File: config.mk
export PLATFORM = sky130hd
export DESIGN_NAME = fetch_stage_v2
export DESIGN_NICKNAME = d
export VERILOG_FILES = /design/src/rtl/fetch_stage_v2.sv
export SDC_FILE = /design/constraint.sdc
export NUM_CORES = 1
export LEC_CHECK = 0
export ABC_CLOCK_PERIOD_IN_PS = 4000
export CAP_MARGIN = 30
export CELL_PAD_IN_SITES_DETAIL_PLACEMENT = 1
export CELL_PAD_IN_SITES_GLOBAL_PLACEMENT = 1
export CORE_AREA = 8 8 145 160
export CTS_BUF_LIST = sky130_fd_sc_hd__clkbuf_16
export CTS_CLUSTER_DIAMETER = 80
export DETAILED_ROUTE_END_ITERATION = 7
export DIE_AREA = 0 0 153 168
export PLACE_DENSITY_LB_ADDON = 0.2
export SYNTH_ARGS = -nofsm -noshare
export SYNTH_HDL_FRONTEND = slang
export SYNTH_SLANG_ARGS = --single-unit
export TNS_END_PERCENT = 10
File: constraint.sdc
create_clock -name clk -period 4 [get_ports clk]
set_input_delay 0.8 -clock clk [delete_from_list [all_inputs] [get_ports clk]]
set_output_delay 0.8 -clock clk [all_outputs]
set_load 0.1 [all_outputs]
File: src/rtl/fetch_stage_v2.sv
// Instruction-fetch stage with IF/ID register: stall, redirect/flush, and
// one- or two-word instructions (opcode word plus optional immediate word).
module fetch_stage_v2 #(
  parameter int unsigned IW       = 16,
  parameter int unsigned PCW      = 32,
  parameter int unsigned RESET_PC = 32,
  parameter int unsigned EXT_BIT  = 0
) (
  input  logic           clk,
  input  logic           reset,
  input  logic           stall,
  input  logic           redirect,
  input  logic [PCW-1:0] redirect_pc,
  output logic [PCW-1:0] imem_addr,
  input  logic [IW-1:0]  imem_data,
  output logic           id_valid,
  output logic [IW-1:0]  id_instruction,
  output logic [IW-1:0]  id_immediate,
  output logic           id_has_imm,
  output logic [PCW-1:0] id_pc,
  output logic [PCW-1:0] id_pc_next
);

  typedef enum logic {
    FETCH     = 1'b0,
    FETCH_IMM = 1'b1
  } state_t;

  state_t         state;
  logic [PCW-1:0] pc;
  logic [IW-1:0]  first_word;
  logic [PCW-1:0] first_pc;
  logic [PCW-1:0] pc_inc;

  // The memory is addressed directly by the PC; increment wraps modulo 2^PCW.
  assign imem_addr = pc;
  assign pc_inc    = pc + PCW'(1);

  // Priority: reset > redirect > stall > normal fetch.
  always_ff @(posedge clk) begin
    if (reset) begin
      pc             <= PCW'(RESET_PC);
      state          <= FETCH;
      first_word     <= '0;
      first_pc       <= '0;
      id_valid       <= 1'b0;
      id_instruction <= '0;
      id_immediate   <= '0;
      id_has_imm     <= 1'b0;
      id_pc          <= '0;
      id_pc_next     <= '0;
    end else if (redirect) begin
      // Flush: any pending opcode word is dropped by returning to FETCH.
      pc       <= redirect_pc;
      state    <= FETCH;
      id_valid <= 1'b0;
    end else if (!stall) begin
      unique case (state)
        FETCH: begin
          pc <= pc_inc;
          if (imem_data[EXT_BIT]) begin
            first_word <= imem_data;
            first_pc   <= pc;
            state      <= FETCH_IMM;
            id_valid   <= 1'b0;
          end else begin
            id_valid       <= 1'b1;
            id_instruction <= imem_data;
            id_immediate   <= '0;
            id_has_imm     <= 1'b0;
            id_pc          <= pc;
            id_pc_next     <= pc_inc;
          end
        end
        FETCH_IMM: begin
          pc             <= pc_inc;
          state          <= FETCH;
          id_valid       <= 1'b1;
          id_instruction <= first_word;
          id_immediate   <= imem_data;
          id_has_imm     <= 1'b1;
          id_pc          <= first_pc;
          id_pc_next     <= pc_inc;
        end
        default: state <= FETCH;
      endcase
    end
  end

endmodule

**Word level (Yosys, flattened, before mapping)**

Index checks and enable logic that the tools add are counted.

- Flip-flop bits (word level): 179
- Bits of input ports: 52
- Output and inout bits: 130
- Logic and storage cells: 35

- $add $sub $neg: 1
- Equal/unequal tests: 2
- Multiplexer cells: 16
- Bitwise logic cells: 3
- Reduce and logical (&&, ||, !) cells: 3

Operators by type and width:

| cell | count |
|---|---|
| $mux 32 | 4 |
| $pmux 32 s2 | 2 |
| $pmux 16 s2 | 2 |
| $add 32x1->32 const B | 1 |
| $mux 16 | 2 |
| $pmux 1 s2 | 3 |
| $reduce_and 4->1 | 1 |
| $mux 1 | 3 |
| $not 1->1 | 3 |
| $reduce_and 3->1 | 1 |
| $ne 2x1->1 const B | 1 |
| $ne 2x2->1 const B | 1 |
| $reduce_or 2->1 | 1 |

**Logic depth before layout (Yosys ltp)**

Gate-level depths: netlist of run 1.

- Depth in word-level cells: 3
- Gate-level depth with buffers: 8
- Mapped depth without buffers: 5

**Least setup slack after synthesis of run 1**

OpenSTA, ideal clock, no wires.

- Path type: register to register
- Start: reg pc[2], in the netlist imem_addr[2]
- End: reg id_pc_next[15]
- Library setup time: 0.091 ns
- Data arrival time: 2.725 ns
- Setup slack: 1.184 ns
- Cell stages (with the launch flop): 8
- Path through: dfxtp_1 -> buf_2 -> nand4_2 -> or3_1 -> buf_2 -> buf_6 -> or4_1 -> a311oi_1

- Cells in the longest elaborated chain, start to end: 3

RTL lines:

| what | line | RTL |
|---|---|---|
| start: declaration | 30 | `logic [PCW-1:0] pc;` |
| start signal: assignment | 42 | `pc <= PCW'(RESET_PC);` |
| start signal: assignment | 54 | `pc <= redirect_pc;` |
| start signal: assignment | 60 | `pc <= pc_inc;` |
| $add 32x1->32 (*) | 37 | `assign pc_inc = pc + PCW'(1);` |
| $mux 32 | 61 | `if (imem_data[EXT_BIT]) begin` |
| $pmux 32 s2 (*) | 58 | `unique case (state)` |
| end signal: assignment | 72 | `id_pc_next <= pc_inc;` |
| end signal: assignment | 83 | `id_pc_next <= pc_inc;` |
| end: declaration | 21 | `output logic [PCW-1:0] id_pc_next` |

Mark *: on every way between the ends. The rest lies on a longest branch, timed or not. The select of a mux whose other input is x is not followed.
A chain may end at the register's enable or synchronous reset.

**Worst setup path after layout of run 1**

- Start: reg pc[20], in the netlist imem_addr[20]
- End: out imem_addr[20]

RTL lines:

| what | line | RTL |
|---|---|---|
| end: declaration | 14 | `output logic [PCW-1:0] imem_addr,` |

No word-level cell between the ends.

==> impl_metrics.csv, run 1 <==
group,metric,value,unit
power,p_per_area,437,nW/um2
yosys,synth_cells,964,
setup_path,endpoint_kind,"primary output",
timing,fin_crit,3.17,ns
timing,fin_setup_tns,0,ns
routing,drc,0,
hold_path,holdCritStartpoint,"first_pc[8]",
run_status,status,"completed",
yosys,synthTopCellsByArea,"dfxtp_1 (45%), a211oi_1 (6.4%), mux2i_1 (6.0%)",
setup_path,crit_family,"buffers and inverters",
power,vdd.ir_drop.worst,0.312,mV
floorplanning,die_w,153,um
yosys,synthFlopType,"dfxtp_1",
final_layout,seqCellArea,3590,um2
yosys,syn_nets,1017,
routing,first_pass_iters,5,
timing,hold_ws,0.458,ns
routing,vias_per_cell,5.67,
yosys,synth_top_area_share,44.5,%
global_route,gr-max-usage-layer,"met2",
setup_path,cp_max_fo,13,
yosys,synth.most_common_cell,"dfxtp_1",
hold_path,min_delay_path_depth,2,
clock_network,root_buffer,"clkbuf_16",
yosys,synth_top_area_cell,"dfxtp_1",
placement,postPlaceCellArea,10000,um2
final_layout,multi_input_area,4000,um2
hold_path,min_to,"first_pc[8]",
clock_network,numCtsBuffers,17,
clock_network,clock-sinks,179,
placement,pre_cts_slack,0.847,ns
setup_path,path_buf_inv,1,
clock_network,insertion_delay,0.43,ns
global_route,grt_pass1_wl,42700,um
routing,wl_per_cell,20.0,um
global_route,use_met3,6.07,%
timing,grt_setup_unrepaired,"no",
floorplanning,die_area,25700,um2
yosys,synth_seq_cells,179,
placement,place_congestion,0.810,
setup_path,cpPeakStageDelay,1.25,ns
yosys,avgSynthCellArea,8.35,um2
final_layout,syn2layout_area_growth,32.5,%
timing,setup_viol,0,
yosys,yosys-top-cells-count,"dfxtp_1 (179), nor2_1 (128), nand2_1 (121)",
setup_path,cp-start-kind,"flop",
final_layout,num-fill-cells,2397,
timing,slew_headroom,30.2,%
final_layout,diodes,0,
floorplanning,rows,55,
global_route,overflow,0,
yosys,async_flop_share,0,%
setup_path,crit_required,3.20,ns
setup_path,worstSetupPathType,"flop to primary output",
clock_network,tritoncts,"yes",
floorplanning,start_util,39.4,%
timing,maxSlewViolCount,0,
floorplanning,ios,182,
yosys,synth.distinct_cells,48,
global_route,antenna_found_initial,1,
yosys,synth_seq_area_share,44.5,%
timing,clock.fmax,316,MHz
timing,timing.final.crit_share,79.2,%
placement,dpl.hpwl,18300,um
floorplanning,die_y,168,um
routing,ant_nets,0,
clock_network,postCtsSetupBuffers,0,
clock_network,path_clk_slew,0.07,ns
timing,worst_pin_slew,1.04,ns
routing,initialDrtViolationCount,345,
power,p_leak,3.38,nW
setup_path,r2r_start,"imem_addr[1]",
job,max_cap_viol_count,0,
setup_path,cp_slowest_cell,"clkdlybuf4s50_1",
setup_path,crit_arrival,2.37,ns
clock_network,ctsResizeCount,0,
clock_network,cts_htree_levels,4,
global_route,grt_pass1_vias,7710,
final_layout,postLayoutCellArea,10700,um2
global_route,grt_util_all_layers,20.5,%
setup_path,ff2ff_path_depth,5,
yosys,syn_area,8050,um2
global_route,grt_use_met1,24.2,%
timing,skew,0.00568,ns
hold_path,hold_path.class,"flop to flop",
setup_path,regToRegEndpoint,"imem_addr[22]",
timing,hold_viol,0,
floorplanning,core_area,20400,um2
setup_path,crit_chain,"clkdlybuf4s50_1",
global_route,met2_usage,34.9,%
setup_path,r2r_setup_slack,1.19,ns
global_route,grt_max_degree,119,
yosys,synth_edf_count,0,
timing,layout_setup_ws,0.831,ns
power,total_power,4.66,mW
final_layout,layout-drive-gt1-share,5.94,%
clock_network,clock_path_buffers,2,
final_layout,layout.nets,1134,
placement,portBuffers,181,
routing,num_vias,7661,
yosys,yosysWarnings,0,
clock_network,ctsHoldBuffers,0,
routing,routed_wl,27000,um
## where the power goes
group          leakage [nW]  switching [mW]  total (mW)  internal, mW
registers              1.46           0.104        1.97          1.86
logic                  1.63           0.724       0.995         0.271
clock network         0.285           0.806        1.70         0.890
## layer usage
layer / part of all wire (%) / vias to the layer above / wire, um
met5: 0.044 / - / 12
met2: 48 / 185 / 12900
met4: 1.9 / 2 / 510
met3: 6.7 / 34 / 1810
met1: 44 / 3734 / 11800
li1: - / 3706 / -
## cells by family after synthesis
family	after synthesis	synth area share [%]
muxes	48	5.97
and+or+nand+nor	385	22.6
xor gates and xnor gates	19	2.07
AOI/OAI and AO/OA	217	18.8
DFF	179	44.5
adders and majority gates	1	0.155
buffers and inverters	115	5.86
## final cells by class
class	instances	area share, %
inverters	10	0.352
clock inverters	15	1.49
clock buffers	17	3.99
multi-input cells	670	37.5
flip-flops and latches	179	33.6
repair buffers	203	20.0
well taps	256	3.00
## layout by cell type (no fill, tap or decap), drive strengths merged, types with 9 or more instances in the layout
cell type and n:
a211oi 69, a21oi 58, a22oi 17, a311oi 26
buf 23, clkbuf 17, clkdlybuf4s50 180, dfxtp 179
inv 20, mux2i 48, nand2 121, nand3 17
nand4 18, nor2 128, nor3 14, nor4 15
o21ai 15, o31ai 15, or3 19, or4 21
xnor2 10, xor2 9
## sequential cells by signal, indices dropped and copies added (netlist names)
register        flops
state               1
id_has_imm          1
first_pc           32
id_valid            1
imem_addr          32
id_instruction     16
id_immediate       16
id_pc_next         32
first_word         16
id_pc              32
## metrics by stage
step / util [%] / instances
floorplan: - / 964
global placement: 48.4 / 1311
detailed placement: 48.9 / 1315
CTS: 51.8 / 1347
global route: 52.2 / 1350
finish: 52.2 / 1350
## worst max path at each step
| stage | startpoint | to | slack [ns] | depth (start not counted) |
|---|---|---|---|---|
| finish | imem_addr[20] | imem_addr[20] | 0.83 | 1 |
| global route | imem_addr[20] | imem_addr[20] | 0.79 | 1 |
| CTS | imem_addr[20] | imem_addr[20] | 0.82 | 1 |
| detailed placement | redirect | first_pc[27] | 0.85 | 6 |
| global placement | redirect | imem_addr[31] | 0.94 | 5 |
| floorplan | imem_addr[2] | id_pc_next[15] | 1.18 | 7 |
(Power assumes the default switching activity.)
==> inputs of run 2 (changes only) <==
ABC_CLOCK_PERIOD_IN_PS = 3000   (was 4000)
CORE_AREA = 8 8 150 166   (was 8 8 145 160)
DIE_AREA = 0 0 158 174   (was 0 0 153 168)
clock period = 3 ns   (was 4 ns; I/O delays follow)
==> impl_metrics.csv, run 2 (synthesis results as in run 1) <==
group,metric,value,unit
setup_path,r2r_start,"imem_addr[1]",
global_route,overflow,0,
placement,place_inst,1383,
routing,num_vias,7672,
timing,timing.final.crit_share,83.6,%
timing,fin_crit,2.51,ns
setup_path,r2r_setup_slack,0.49,ns
routing,drc,0,
power,p_leak,3.67,nW
clock_network,clock-sinks,179,
timing,clock.fmax,399,MHz
global_route,grt_pass1_vias,7759,
clock_network,cts_htree_levels,4,
timing,hold_viol,0,
clock_network,root_buffer,"clkbuf_16",
floorplanning,die_w,158,um
clock_network,numCtsBuffers,17,
global_route,antenna_found_initial,0,
clock_network,postCtsSetupBuffers,0,
routing,vias_per_cell,5.42,
timing,skew,0.0132,ns
routing,initialDrtViolationCount,356,
timing,layout_setup_ws,0.493,ns
floorplanning,die_y,174,um
timing,grt_setup_unrepaired,"no",
routing,ant_nets,0,
final_layout,layout.nets,1155,
placement,pre_cts_slack,0.330,ns
clock_network,tritoncts,"yes",
routing,first_pass_iters,5,
clock_network,path_clk_slew,0.07,ns
final_layout,final_common_cell,"dfxtp_1",
global_route,grt_pass1_wl,43700,um
timing,setup_viol,0,
setup_path,ff2ff_path_depth,7,
floorplanning,rows,58,
placement,dpl.hpwl,19700,um
setup_path,cp-start-kind,"flop",
floorplanning,core_area,22400,um2
global_route,grt_max_degree,97,
final_layout,final_cell_mix,"dfxtp_1 (178), buf_4 (170), nor2_1 (128), nand2_1 (120), a211oi_1 (69)",
timing,fin_setup_tns,0,ns
hold_path,min_delay_path_depth,2,
run_status,status,"completed",
clock_network,ctsHoldBuffers,0,
final_layout,stdcell_count,1416,
routing,routed_wl,27800,um
clock_network,insertion_delay,0.43,ns
hold_path,holdCritStartpoint,"first_pc[1]",
global_route,grt_util_all_layers,20.0,%
floorplanning,die_area,27500,um2
hold_path,min_to,"first_pc[1]",
job,max_cap_viol_count,0,
setup_path,cp_max_fo,10,
setup_path,endpoint_kind,"flop",
timing,worst_pin_slew,0.731,ns
placement,portBuffers,181,
setup_path,crit_required,3.28,ns
floorplanning,ios,182,
setup_path,regToRegEndpoint,"imem_addr[18]",
routing,wl_per_cell,19.6,um
final_layout,fin_util,46.7,%
timing,maxSlewViolCount,0,
power,vdd.ir_drop.worst,0.399,mV
setup_path,crit_arrival,2.79,ns
clock_network,ctsResizeCount,0,
power,p_per_area,590,nW/um2
final_layout,syn2layout_area_growth,29.6,%
final_layout,layout-drive-gt1-share,19.2,%
timing,slew_headroom,50.8,%
floorplanning,start_util,36.0,%
clock_network,clock_path_buffers,2,
placement,place_congestion,0.777,
hold_path,hold_path.class,"flop to flop",
setup_path,worstSetupPathType,"flop to flop",
[run 2: cell count changes in the layout (fill, tap and decap cells not counted), sizes merged]
cell	before	now
inv	20	17
clkdlybuf4s50	180	50
clkinvlp	2	3
diode	0	1
clkinv	2	4
buf	23	174
[run 2: metrics by stage]
stage,instance area (um2),hold slack (ns),power [mW]
after floorplan,8050,0.436,3.60
after global placement,9850,0.441,3.98
after detailed placement,9850,0.447,3.99
after CTS,10400,0.457,6.24
after global routing,10400,0.477,6.39
final,10400,0.457,6.16
[run 2: power breakdown]
part	total, mW	switching (mW)	internal [mW]	leakage (nW)
clock network	2.23	1.06	1.17	0.278
registers	2.59	0.109	2.48	1.46
logic	1.34	1.00	0.336	1.92
total	6.16	2.17	3.99	3.67
[run 2: how the worst max path moves through the flow]
stage	start	endpoint	slack (ns)
finish	imem_addr[1]	imem_addr[18]	0.49
floorplan	imem_addr[2]	id_pc_next[15]	0.18
detailed placement	stall	imem_addr[18]	0.33
global placement	stall	imem_addr[18]	0.38
global route	imem_addr[1]	imem_addr[18]	0.30
CTS	imem_addr[0]	imem_addr[18]	0.50
[run 2: final cells by class]
type / count / area, um2
well taps: 300 / 375
fillers: 2702 / 11900
clock inverters: 15 / 151
multi-input cells: 670 / 4000
inverters: 10 / 37.5
flip-flops and latches: 179 / 3590
repair buffers: 224 / 1850
clock buffers: 17 / 425
diodes: 1 / 2.50
[run 2: routing by layer]
metal,part of all wire (%),vias to the layer above,track usage [%]
met3,7.5,36,6.36
met5,0,-,0
met4,2.3,0,6.88
met2,47,177,32.6
li1,-,3754,-
met1,44,3705,24.4
[run 2: critical path: stages, from the launching register on]
cell,delay [ns]
dfxtp_1,0.54
ha_1,0.27
buf_4,0.22
nor2b_1,0.27
buf_4,0.20
nand3_1,0.09
or3_1,0.32
a2111oi_1,0.45
